<file path="config.mk">
export PLATFORM = sky130hd
export DESIGN_NAME = alu_writeback
export DESIGN_NICKNAME = d
export VERILOG_FILES = /design/src/rtl/alu_writeback_pkg.sv /design/src/rtl/alu_writeback.sv
export SDC_FILE = /design/constraint.sdc
export NUM_CORES = 1
export LEC_CHECK = 0
export CORE_MARGIN = 8
export CORE_UTILIZATION = 46
export CTS_CLUSTER_DIAMETER = 60
export DETAILED_ROUTE_END_ITERATION = 10
export GPL_TIMING_DRIVEN = 0
export PLACE_DENSITY = 0.89
export SLEW_MARGIN = 10
export SYNTH_ARGS = -nofsm -noshare
export SYNTH_HDL_FRONTEND = slang
export SYNTH_SLANG_ARGS = --single-unit
export TNS_END_PERCENT = 10
</file>
<file path="constraint.sdc">
create_clock -name clk -period 3.5 [get_ports clk]
set_input_delay 0.35 -clock clk [delete_from_list [all_inputs] [get_ports clk]]
set_output_delay 0.35 -clock clk [all_outputs]
set_load 0.02 [all_outputs]
</file>
<file path="src/rtl/alu_writeback_pkg.sv">
// alu_writeback_pkg: ALUControl opcodes, exception causes and FSM states shared by the ALU result path
package alu_writeback_pkg;
  localparam logic [2:0] ALU_ADD     = 3'b000;
  localparam logic [2:0] ALU_SUB     = 3'b001;
  localparam logic [2:0] ALU_SWAP    = 3'b011;
  localparam logic [2:0] ALU_ILL_MIN = 3'b110;
  localparam logic [1:0] EXC_OVF     = 2'b01;
  localparam logic [1:0] EXC_ILL     = 2'b10;
  typedef enum logic {IDLE, WR_B} state_t;
endpackage

</file>
<file path="src/rtl/alu_writeback.sv">
// alu_writeback: ALU result -> register-file write port (clk/reset, in_valid/in_ready, alu_ctrl/result/overflow, rd_a/rd_b, pc in; rf_we/waddr/wdata, exc_valid/cause/pc out), SWAP takes two write cycles
module alu_writeback
  import alu_writeback_pkg::*;
#(
  parameter int DATA_W       = 16,
  parameter int ADDR_W       = 4,
  parameter int R0_HARDWIRED = 1
) (
  input  logic                clk,
  input  logic                reset,
  input  logic                in_valid,
  output logic                in_ready,
  input  logic [2:0]          alu_ctrl,
  input  logic [2*DATA_W-1:0] alu_result,
  input  logic                alu_overflow,
  input  logic [ADDR_W-1:0]   rd_a,
  input  logic [ADDR_W-1:0]   rd_b,
  input  logic [15:0]         pc,
  output logic                rf_we,
  output logic [ADDR_W-1:0]   rf_waddr,
  output logic [DATA_W-1:0]   rf_wdata,
  output logic                exc_valid,
  output logic [1:0]          exc_cause,
  output logic [15:0]         exc_pc
);
  state_t state;
  logic [ADDR_W-1:0] b_addr;
  logic [DATA_W-1:0] b_data;
  logic ok_a, ok_b, illegal, ovf_exc, swap;
  assign in_ready = state == IDLE;
  assign ok_a     = !(R0_HARDWIRED != 0 && rd_a == '0);
  assign ok_b     = !(R0_HARDWIRED != 0 && b_addr == '0);
  assign illegal  = alu_ctrl >= ALU_ILL_MIN;
  assign ovf_exc  = alu_overflow && (alu_ctrl == ALU_ADD || alu_ctrl == ALU_SUB);
  assign swap     = alu_ctrl == ALU_SWAP;
  always_ff @(posedge clk) begin
    if (reset) begin
      state     <= IDLE;
      rf_we     <= 1'b0;
      rf_waddr  <= '0;
      rf_wdata  <= '0;
      exc_valid <= 1'b0;
      exc_cause <= '0;
      exc_pc    <= '0;
      b_addr    <= '0;
      b_data    <= '0;
    end else begin
      rf_we     <= 1'b0;
      exc_valid <= 1'b0;
      if (state == WR_B) begin
        rf_we    <= ok_b;
        rf_waddr <= b_addr;
        rf_wdata <= b_data;
        state    <= IDLE;
      end else if (in_valid) begin
        if (illegal || ovf_exc) begin
          exc_valid <= 1'b1;
          exc_cause <= illegal ? EXC_ILL : EXC_OVF;
          exc_pc    <= pc;
        end else begin
          rf_we    <= ok_a;
          rf_waddr <= rd_a;
          rf_wdata <= swap ? alu_result[2*DATA_W-1:DATA_W] : alu_result[DATA_W-1:0];
        end
        if (swap) begin
          state  <= WR_B;
          b_addr <= rd_b;
          b_data <= alu_result[DATA_W-1:0];
        end
      end
    end
  end
endmodule
</file>
# Word level (Yosys, flattened, before mapping)
# Index checks and enable logic that the tools add are counted.
[totals]
reg_bits = 61
wordCells = 41
[op_classes]
magnitude_cmp = 1
n_eq_ne = 3
mux = 13
n_bitwise = 2
reduce_logical = 13
[ops]
columns = ["operator", "count"]
rows = [
  ["$mux 16", 4],
  ["$mux 4", 3],
  ["$logic_not 4->1", 2],
  ["$reduce_and 3->1", 2],
  ["$mux 1", 5],
  ["$eq 3x1->1 const B", 1],
  ["$eq 3x2->1 const B", 1],
  ["$ge 3x3->1 const B", 1],
  ["$logic_not 3->1", 1],
  ["$reduce_or 3->1", 1],
  ["$logic_not 1->1", 2],
  ["$logic_or 1x1->1", 2],
  ["$mux 2", 1],
  ["$ne 2x2->1 const B", 1],
  ["$not 1->1", 2],
  ["$reduce_and 2->1", 1],
  ["$reduce_bool 2->1", 1],
  ["$logic_and 1x1->1", 1],
]

# Depth between registers and ports, before layout
# Gate-level depths: netlist of the first run.
[logic_depth]
word_depth = 7
ltp_mapped = 7
ltp_nobuf = 4

# Worst setup path after synthesis of the first run
# No wires, ideal clock.
[synth_timing]
path_kind = "input port to flip-flop"
start = "in alu_ctrl[1]"
end = "reg rf_wdata[10]"
setup_ns = 0.117
arrival_time_ns = 1.625
required_time_ns = 3.383
slack_ns = 1.759
cell_stages = 7
path_buffers = 3
path_cell_list = "or3b_4 a31o_1 buf_6 nor2b_4 buf_6 buf_6 a22o_1"
[synth_between]
elab_chain_len = 6
elab_cells_between_ends = 13
[synth_rtl]
columns = ["element", "line_no", "rtl"]
rows = [
  ["start: declaration", "alu_writeback.sv:13", "input logic [2:0] alu_ctrl,"],
  ["branches (longest 6 deep; another with $ge 3x3->1)", "--", ""],
  ["end signal: assignment", "alu_writeback.sv:53", "rf_wdata <= b_data;"],
  ["end signal: assignment", "alu_writeback.sv:63", "rf_wdata <= swap ? alu_result[2*DATA_W-1:DATA_W] : alu_result[DATA_W-1:0];"],
  ["end: declaration", "alu_writeback.sv:21", "output logic [DATA_W-1:0] rf_wdata,"],
]
# Several ways; the timed one is not identified. The select of a mux whose other input is x is not followed.
# A chain may end at the register's enable or synchronous reset.

# Worst setup path in the final report of the first run
[layout_timing]
start = "reg state"
end = "out in_ready"
[layout_between]
elab_chain_len = 1
[layout_rtl]
columns = ["element", "line_no", "rtl"]
rows = [
  ["start: declaration", "alu_writeback.sv:26", "state_t state;"],
  ["start signal: assignment", "alu_writeback.sv:38", "state <= IDLE;"],
  ["start signal: assignment", "alu_writeback.sv:54", "state <= IDLE;"],
  ["start signal: assignment", "alu_writeback.sv:66", "state <= WR_B;"],
  ["$not 1->1 (no source line)", "--", ""],
  ["end: declaration", "alu_writeback.sv:12", "output logic in_ready,"],
]
# Every way passes these cells.

==> reports/results.txt, run 1 <==
Horizontal extent of the die: 89.6 um. The run gives 0 as the final count of pins violating max slew. Before antenna repair, the detailed router went through 4 iterations. TritonCTS built the clock tree. The number of different library cells used by synthesis comes to 29. The count of cells along the worst hold path works out to 2. At the worst endpoint, the required time is 3150 ps.

The run gives 9 as the CTS buffer count. The number of antenna diodes in the final layout is 0. Final worst-path cycle share: 0.688.

Clock-pin slew was measured on the worst setup and hold paths at 60 ps. Clock latency on the worst-skew pair, taken at its later pin, is 330 ps. For the final layout net count, the log shows 455.

Leaving out fill and tap cells, the most frequent cell in the layout is sky130_fd_sc_hd__clkdlybuf4s50_1. Detailed placement finished with a half-perimeter wire length of 5.40 mm. The async set or reset register ratio after synthesis is 0. The first global-routing pass estimated 11.0 mm of wire.

For the worst setup path, the data arrival time is 2060 ps. The run gives 104 as the number of top-level pins. The slew at the pin with the worst max-slew slack is 591 ps. Fraction of layout cells with a size suffix above 1: 0.0605. Synthesis produced a netlist with a net count of 341. The most used flip-flop cell after synthesis is sky130_fd_sc_hd__dfxtp_1. VDD sags by at most 384 uV. The cell at the root of the clock tree was sky130_fd_sc_hd__clkbuf_8. In the final routed layout, each cell accounts on average for 14.8 um.

No sink is reached through more buffers than the 2 on the longest clock path. For this block, the initial DRC count from the detailed router was 104. After technology mapping, the gate count stands at 278. The kind of critical path was register to output pin. The layout overhead on the synthesized area was 54.0%. The cell area that synthesis handed to floorplanning was 0.00249 sq mm. The run finished with clean final reports.

The vertical die dimension works out to 89.6 um. The reg2reg setup slack was 1790 ps; the remaining number of nets flagged by the antenna check after routing was 0. Entering global routing, the biggest net connects 11 pins. The remaining max-slew budget at the tightest pin was 0.606.

The path class of the tightest hold or removal check is register to register. The synthesis warning total was 0. The worst path needs 2410 ps of the cycle, external delays included. Setup repair after global routing left no endpoint under its margin. The sequential cells in the finished layout cover a total of 0.00122 sq mm.

The number of hold buffers added after CTS was 0. Leaving out fill and tap cells, the most frequent cells in the layout are sky130_fd_sc_hd__clkdlybuf4s50_1, sky130_fd_sc_hd__dfxtp_1, sky130_fd_sc_hd__nand2_1, sky130_fd_sc_hd__a21oi_1, sky130_fd_sc_hd__nor2_1. The run gives 0.464 as the effective utilization at floorplan.

The worst setup path is launched from a register. The startpoint identified for the worst register-to-register timing path is state. Summed over all layers, the routed wires come to 6.94 mm. In this run the mean area of a mapped cell was 8.97 sq um. Clock skew on the completed layout was measured at 3.80 ps. CTS saw 61 sinks.

The critical path endpoint category was an output pin. Dividing the detail-routed via count by the number of cells gives 5.04. The part of the Yosys area used for sequential elements is 0.490. Counting cells, the worst reg-to-reg path comes to 6. After synthesis the netlist holds a flip-flop and latch count of 61.

The number of setup buffers added after CTS is 0. In this run the most critical hold path is launched from b_data[12]. Ratio of total power to cell area: 450 mW/mm^2. The number of resized instances in the post-cts repair step was 0; the area enclosed by the die boundary was 0.00803 sq mm. Hold timing on the final database bottoms out at a slack of 457 ps. Initial antenna violation count: 0. The path with the worst hold slack has its endpoint at b_data[12]. Count of H-tree levels built during CTS: 3. Port buffering added 103 buffers. The total of fill cells in the finished design was 407; the final weighted congestion in routability-driven placement was 0.747. For this run, the top clock speed supported by timing is 0.415 GHz.

The total overflow left after global routing is 0. In this run, synthesis inferred 0 flip-flops with an integrated enable. The tools report the number of maximum-capacitance constraint violations as 0. In this run the standard cell core region covers 0.00537 sq mm. Along the worst path, the maximum fanout reaches 10. The number of global-route vias before repair came out at 2,456. The logs give 0.182 for the total routing usage reported by global routing and 0 for the number of remaining DRC errors.

The run gives 0 ps as the final total negative setup slack. For this design the static power due to leakage is 1.46 nW. Setup violations remaining at the end of the flow were counted as 0. For the floorplan row count, the log shows 27.

The final route contains 2,362 vias. Worst reg2reg path endpoint: exc_pc[15]. The multi-input gate area in the final layout was 0.00116 sq mm. The number of hold violations in the final report is 0.
worst max path at each step:
stage                     slack, ps            to  cells after the start        start
after detailed placement       1110    exc_pc[15]                      6  alu_ctrl[1]
after global placement         1170   rf_wdata[8]                      8  alu_ctrl[1]
after floorplan                1760  rf_wdata[10]                      7  alu_ctrl[1]
after CTS                      1070      in_ready                      4        state
after global routing            920      in_ready                      4        state
final                          1090      in_ready                      4        state
cells in the mapped netlist, types with 2 or more instances:
| master | instances | share of area |
|---|---|---|
| sky130_fd_sc_hd__dfxtp_1 | 61 | 0.49 |
| sky130_fd_sc_hd__nand2_1 | 60 | 0.090 |
| sky130_fd_sc_hd__a21oi_1 | 40 | 0.080 |
| sky130_fd_sc_hd__nor2_1 | 22 | 0.033 |
| sky130_fd_sc_hd__mux2i_1 | 20 | 0.080 |
| sky130_fd_sc_hd__a22o_1 | 16 | 0.056 |
| sky130_fd_sc_hd__a2bb2oi_1 | 16 | 0.056 |
| sky130_fd_sc_hd__clkbuf_1 | 13 | 0.020 |
| sky130_fd_sc_hd__a211oi_1 | 4 | 0.012 |
| sky130_fd_sc_hd__buf_1 | 3 | 0.0045 |
| sky130_fd_sc_hd__buf_6 | 3 | 0.014 |
| sky130_fd_sc_hd__nand3b_1 | 2 | 0.0060 |
| sky130_fd_sc_hd__nor2b_1 | 2 | 0.0050 |
registers in the layout (all words and copies together) (netlist names):
name,flops
rf_we,1
exc_valid,1
b_data,16
b_addr,4
rf_wdata,16
exc_pc,16
state,1
exc_cause,2
rf_waddr,4
kinds of logic (layout without fill, tap and decap cells):
family                 count (synthesis)  after routing  synth area share
AOI/OAI and AO/OA                     80             80             0.221
buffers and inverters                 23            142            0.0457
DFF                                   61             61             0.490
muxes                                 20             20            0.0803
and+or+nand+nor                       94             94             0.163
routing by layer:
metal	wire [um]	vias to the layer above	global-route usage
met2	3390	73	0.305
li1	-	1201	-
met3	814	6	0.117
met4	63	0	0.0634
met5	0	-	0
met1	2680	1082	0.177
power by group:
| group | switching, mW | total, mW | internal (mW) |
|---|---|---|---|
| Clock | 0.261 | 0.698 | 0.438 |
| Combinational | 0.127 | 0.286 | 0.159 |
| Sequential | 0.0173 | 0.745 | 0.727 |
| Total | 0.405 | 1.73 | 1.32 |
per-stage QoR:
| step | total power, mW | area, sq um | std cells | util | worst slack (ps) |
|---|---|---|---|---|---|
| 2_1_floorplan | 0.892 | 2490 | 278 | - | 1760 |
| 3_3_place_gp | 1.04 | 3610 | 453 | 0.673 | 1170 |
| 3_5_place_dp | 1.05 | 3610 | 453 | 0.673 | 1110 |
| 4_1_cts | 1.75 | 3840 | 469 | 0.715 | 1070 |
| 5_1_grt | 1.81 | 3840 | 469 | 0.715 | 923 |
| 6_report | 1.73 | 3840 | 469 | 0.715 | 1090 |
critical path, stage by stage, from the launching register on:
cell and delay [ps]:
sky130_fd_sc_hd__dfxtp_1 300, sky130_fd_sc_hd__clkbuf_1 160, sky130_fd_sc_hd__clkinv_1 170, sky130_fd_sc_hd__clkbuf_1 400, sky130_fd_sc_hd__clkdlybuf4s50_1 700
cell type report:
class,count,area share
Clock inverter,4,0.0183
Timing Repair Buffer,103,0.269
Multi-Input combinational cell,194,0.301
Buffer,21,0.0277
Sequential cell,61,0.318
Inverter,2,0.00196
Clock buffer,12,0.0404
Tap cell,72,0.0235
Power figures use the tool's default switching activity.
==> inputs of run 2 (changes only) <==
--- a/config.mk
+++ b/config.mk
@@ -6,11 +6,11 @@
 export NUM_CORES = 1
 export LEC_CHECK = 0
 export CORE_MARGIN = 8
-export CORE_UTILIZATION = 46
+export CORE_UTILIZATION = 42
 export CTS_CLUSTER_DIAMETER = 60
 export DETAILED_ROUTE_END_ITERATION = 10
 export GPL_TIMING_DRIVEN = 0
-export PLACE_DENSITY = 0.89
+export PLACE_DENSITY = 0.83
 export SLEW_MARGIN = 10
 export SYNTH_ARGS = -nofsm -noshare
 export SYNTH_HDL_FRONTEND = slang
==> constraint.sdc (replaced) <==
create_clock -name clk -period 2.5 [get_ports clk]
set_input_delay 0.25 -clock clk [delete_from_list [all_inputs] [get_ports clk]]
set_output_delay 0.25 -clock clk [all_outputs]
set_load 0.02 [all_outputs]
==> run 2 against run 1 <==
  * Worst setup slack got worse by 930 ps
  * Sequential share of layout area rose by 0.19 points
  * Register-to-register slack worse by 1000 ps
  * Critical path depth unchanged
  * Global-route usage is 0.96 points lower
  * Power rose by 34%
  * Combinational power up 41%
  * Final area fell by 0.59%
  * Cell count increased by 0.43%
  * Critical path type unchanged
==> reports/results.txt, run 2 (synthesis gave the netlist of run 1 again) <==
The flow ran to the end, and the final reports show no timing, DRC or antenna violations. The first global-routing pass estimated 11.9 mm of wire. The fraction of layout cells with a size suffix above 1 came out at 0.0606.

The depth of the worst register-to-register path came out at 6. The tools report the aggregate global routing overflow as 0. The die covers 0.00866 sq mm. Maximum buffer depth of the clock tree: 2. The count of buffers inserted at the top-level ports was 103. In this run the core area contains 28 standard-cell rows. Slew at the pin with the worst max-slew slack: 596 ps. Setup total negative slack on the finished layout was measured at 0 ps. By startpoint and endpoint, the worst setup path is classified as register to output pin. In the final layout, the registers with the most flip-flops are b_data x16, exc_pc x16, rf_wdata x16. The core region is 0.00582 sq mm.

The number of global-route vias before repair was 2,648; the CTS buffer count was 9. The worst-case IR drop observed on VDD is 365 uV. The hold-critical path endpoint was b_data[0]. Setup repair after global routing left no endpoint under its margin. Routability-driven placement finished with a final weighted congestion of 0.801. The number of resized instances in the post-cts repair step was 0.

Summing all multi-input logic gate instances after layout gives 0.00116 sq mm. The worst setup path is captured at an output pin. Data arrives at the worst endpoint at 2090 ps. After the first detailed-routing iteration, the DRC count stood at 112. Pin placement for this block handled 104 I/O pins. TritonCTS built the clock tree.

Summed over all nets, the half-perimeter wirelength after detailed placement is 5.56 mm. The worst hold path begins at b_data[0]. The area occupied by registers was 0.00122 sq mm; the clock period minus final worst setup slack was 2340 ps. Clock-pin slew of the registers on the worst-case setup and hold paths: 70 ps.

Setup violations remaining at the end of the flow were counted as 0. Setup slack on the worst reg-to-reg path comes out at 780 ps. The final instance count without filler cells came out at 471.

For the final layout net count, the log shows 455. In this run the critical register-to-register path is captured at exc_pc[10]. The post-detailed-route via-to-cell ratio is 5.08. Most frequent standard cell in the layout excluding fill and tap cells: sky130_fd_sc_hd__clkdlybuf4s50_1. Total routing usage reported by global routing: 0.172. The first detailed-routing pass ran for 4 iterations. The count of hold buffers inserted by post-cts repair is 0, and the remaining number of nets flagged by the antenna check after routing is 0. The effective utilization at floorplan was 0.429.

The final routed wire length divided by cell count was 15.3 um. The number of placed instances with taps included was 456. For the initial antenna violation count, the log shows 0. The number of maximum-capacitance constraint violations is 0, and the vertical die dimension is 93.0 um. The H-tree generated during clock tree synthesis spans 3 levels.

The clock drives 61 sinks. The tightest min-delay check is of the register to register type. Across all layers, the routed design uses 2,392 vias. The worst register-to-register path begins at state. The final count of pins violating max slew is 0. Dividing total power by cell area gives a power density of 608 mW/mm^2. For the total of fill cells in the finished design, the log shows 483.

Of all nets on the critical path, the largest fanout is 10. The analysis attributes to cell leakage a power of 1.45 nW. The count of cells along the worst hold path came out at 2.

The run gives 7.77 ps as the clock skew after layout. The number of buffers added for setup after CTS was 0. In the layout the commonest cells are sky130_fd_sc_hd__clkdlybuf4s50_1, sky130_fd_sc_hd__dfxtp_1, sky130_fd_sc_hd__nand2_1, sky130_fd_sc_hd__a21oi_1, sky130_fd_sc_hd__nor2_1. Wires add up to 7.19 mm. STA classifies the critical path startpoint as a register. The logs give 0.603 for the remaining max-slew budget at the tightest pin and 457 ps for the minimum hold slack. CTS placed an instance of sky130_fd_sc_hd__clkbuf_8 at the clock tree root. For this run, design rule violations remaining after detail routing come to 0. The clock latency on the worst-skew pair was 330 ps; the maximum clock frequency was 0.427 GHz.

Pin count of the biggest net entering global routing: 11. From synthesis to final layout, the design area changed by 53.1%. For the number of inserted diodes, the log shows 0. The final worst-path cycle share was 0.937; the horizontal extent of the die was 93.0 um.

The tools report the number of hold violations in the final report as 0. For the required time of the worst setup path, the log shows 2250 ps.
-- run 2: worst max-delay path, cell delays in order, from the launching register on --
cell and delay (ps):
sky130_fd_sc_hd__dfxtp_1 300, sky130_fd_sc_hd__clkbuf_1 160, sky130_fd_sc_hd__clkinv_1 180, sky130_fd_sc_hd__clkbuf_1 410, sky130_fd_sc_hd__clkdlybuf4s50_1 700
-- run 2: stage by stage --
stage	cell area (sq um)	total power [mW]	utilization	setup slack (ps)
after floorplan	2490	1.25	-	859
after global placement	3620	1.46	0.622	257
after detailed placement	3620	1.47	0.622	212
after CTS	3820	2.35	0.656	148
after global routing	3820	2.42	0.656	86.7
final	3820	2.32	0.656	158
-- run 2: worst max path at each step --
stage,to,slack [ps],depth (start not counted),startpoint
2_1_floorplan,rf_wdata[3],860,7,alu_ctrl[1]
3_3_place_gp,exc_pc[10],260,6,alu_ctrl[1]
3_5_place_dp,rf_wdata[7],210,8,alu_ctrl[1]
4_1_cts,in_ready,150,4,state
5_1_grt,in_ready,90,4,state
6_report,in_ready,160,4,state
-- run 2: layout make-up --
| type | instances | share of cell area |
|---|---|---|
| buffer | 21 | 0.0279 |
| clock buffer | 11 | 0.0397 |
| clock inverter | 4 | 0.0125 |
| inverter | 2 | 0.00197 |
| multi-input combinational | 194 | 0.303 |
| sequential | 61 | 0.320 |
| tap | 75 | 0.0246 |
| timing repair buffer | 103 | 0.270 |
-- run 2: layer usage --
metal  GRT usage  up-vias  wire length (um)
met2       0.299       81              3580
met3      0.0729        9               649
met4      0.0872        0               126
met5           0        -                 0
met1       0.174     1104              2840
li1            -     1198                 -
-- run 2: report_power, final --
part	total, mW	leakage, nW	switching, mW	internal (mW)
sequential	1.04	0.497	0.0239	1.02
combinational	0.403	0.850	0.180	0.222
clock	0.876	0.101	0.370	0.505
total	2.32	1.45	0.574	1.75
==> inputs of run 3 (changes only) <==
--- a/config.mk
+++ b/config.mk
@@ -5,7 +5,7 @@
 export SDC_FILE = /design/constraint.sdc
 export NUM_CORES = 1
 export LEC_CHECK = 0
-export CORE_MARGIN = 8
+export CAP_MARGIN = 20
 export CORE_UTILIZATION = 42
 export CTS_CLUSTER_DIAMETER = 60
 export DETAILED_ROUTE_END_ITERATION = 10
==> run 3 against run 2 <==
  * First-iteration DRC count rose by 12%
  * Die area fell by 28%
  * Sequential share of layout area barely moved
==> reports/results.txt, run 3 (synthesis gave the netlist of run 1 again) <==
The worst setup path is launched from a register. Setup repair after global routing left no endpoint under its margin. The number of top-level pins came out at 104. Of all nets on the critical path, the largest fanout is 10.

Summed over all layers, the routed wires come to 6.48 mm. In this run the clock root is driven by a sky130_fd_sc_hd__clkbuf_8. The flow ran to the end, and the final reports show no timing, DRC or antenna violations.

Subtracting the final worst setup slack from the clock period gives 2340 ps. For this design, the CTS-stage hold fixing added 0 buffers. Wire length of the first global-routing pass: 10.4 mm. The maximum VDD drop was 365 uV. The logs give 0.635 for the remaining max-slew budget at the tightest pin and 456 ps for the minimum hold slack. Dividing total power by cell area gives a power density of 622 mW/mm^2. For the effective utilization at floorplan, the log shows 0.444. For the worst setup path, the data required time is 2250 ps. In this run, CTS created clock tree buffers numbering 9. The horizontal extent of the die is 79.0 um. For this run, the post-layout net count is 455.

The detailed-routing iteration count for the pre-antenna-repair pass was 4. The vertical die dimension is 79.0 um, and the number of buffers added for setup after CTS is 0. The initial antenna violation count came out at 0.

The number of hold violations in the final report is 0, and the arrival time of data at the critical path endpoint is 2090 ps. By startpoint and endpoint, the worst setup path is classified as register to output pin. Dividing the detail-routed wire length by the instance count gives 13.8 um. At the later pin of the worst-skew pair, clock insertion delay measures 340 ps. The maximum clock frequency is 0.428 GHz. The largest registers in the layout are b_data x16, exc_pc x16, rf_wdata x16. The tools report the aggregate global routing overflow as 0. The clock drives 61 sinks. The worst min-delay path category is register to register. Post-CTS repair changed the size of 0 cells. The worst hold path was traced through 2 stages.

At the pin with the least slew margin, the transition time is 548 ps. Critical path endpoint category: an output pin. The detailed placement HPWL is 4.67 mm, and the final count of pins violating max slew is 0. The number of maximum-capacitance constraint violations was 0; the number of remaining DRC errors was 0.

The library cells used most frequently in the layout, excluding fill and tap cells, are sky130_fd_sc_hd__clkdlybuf4s50_1, sky130_fd_sc_hd__dfxtp_1, sky130_fd_sc_hd__nand2_1, sky130_fd_sc_hd__a21oi_1, sky130_fd_sc_hd__nor2_1. For the number of design-rule violations left by the first detailed-router iteration, the log shows 125. The remaining number of nets flagged by the antenna check after routing came out at 0.

TritonCTS built the clock tree. The final worst-path cycle share works out to 0.935. After clock tree synthesis, the clock-pin slew on the worst setup and hold paths is 70 ps. The core outline area was 0.00561 sq mm. The logs give 27 for the floorplan row count and 2 for the maximum buffer depth of the clock tree.

The clock skew after layout was 5.13 ps; the number of inserted diodes was 0. The final weighted congestion in routability-driven placement came out at 0.798. After detailed routing, the number of vias per cell comes to 5.02.

The count of buffers inserted at the top-level ports works out to 103. The leakage power was 1.45 nW. The die covers 0.00625 sq mm. The number of cells on the worst reg-to-reg path is 6.

The fraction of layout cells with a size suffix above 1 was 0.0579. The detailed router placed 2,355 vias in this run. Most frequent standard cell in the layout excluding fill and tap cells: sky130_fd_sc_hd__clkdlybuf4s50_1. The H-tree was split into 3 levels. The area growth from synthesis to layout is 53.3%. Adding up every negative setup slack in the final design gives 0 ps. For the number of global-route vias before repair, the log shows 2,246. For the pin count of the biggest net entering global routing, the log shows 11. The run gives 0 as the final number of setup-violating endpoints. Total routing usage reported by global routing: 0.219.
## run 3: cell count changes in the layout (fill, tap and decap cells not counted), sizes merged
cell / previous run / this run
bufinv: 1 / 2
clkinv: 3 / 4
clkinvlp: 1 / 0
## run 3: report_power, final
| part | switching [mW] | total [mW] | internal (mW) | leakage (nW) |
|---|---|---|---|---|
| sequential | 0.0241 | 1.04 | 1.02 | 0.497 |
| combinational | 0.177 | 0.399 | 0.222 | 0.850 |
| clock | 0.377 | 0.934 | 0.557 | 0.107 |
## run 3: path summary, 6_finish.rpt
path / endpoint / from / slack (ps)
max reg2reg: exc_pc[12] / state / 810
min: b_data[4] / b_data[4] / 460
max: in_ready / state / 160
min reg2reg: b_data[4] / b_data[4] / 460
## run 3: cell type report
type	count	area [sq um]
timing repair buffer	103	1030
inverter	2	7.51
clock buffer	11	131
sequential	61	1220
buffer	21	106
multi-input combinational	194	1160
fill	450	1790
tap	72	90.1
clock inverter	5	75.1
## run 3: routing by layer
metal  vias to the layer above  wire length [um]  global-route usage
li1                       1200                 -                   -
met1                      1056              2750               0.252
met2                        92              3020               0.366
met3                         7               625              0.0885
met4                         0                82              0.0709
met5                         -                 0                   0
## run 3: per-stage QoR
stage / setup slack, ps / total power, mW / util / area [sq um] / instances
after detailed placement: 236 / 1.46 / 0.644 / 3610 / 453
final: 163 / 2.37 / 0.681 / 3820 / 469
after CTS: 169 / 2.39 / 0.681 / 3820 / 469
after global routing: 89.7 / 2.49 / 0.681 / 3820 / 469
after floorplan: 859 / 1.25 / - / 2490 / 278
after global placement: 267 / 1.46 / 0.644 / 3610 / 453
## run 3: critical path, cell delays in order, from the launching register on
cell and delay (ps):
sky130_fd_sc_hd__dfxtp_1 290, sky130_fd_sc_hd__clkbuf_1 170, sky130_fd_sc_hd__clkinv_1 180, sky130_fd_sc_hd__clkbuf_1 410, sky130_fd_sc_hd__clkdlybuf4s50_1 710
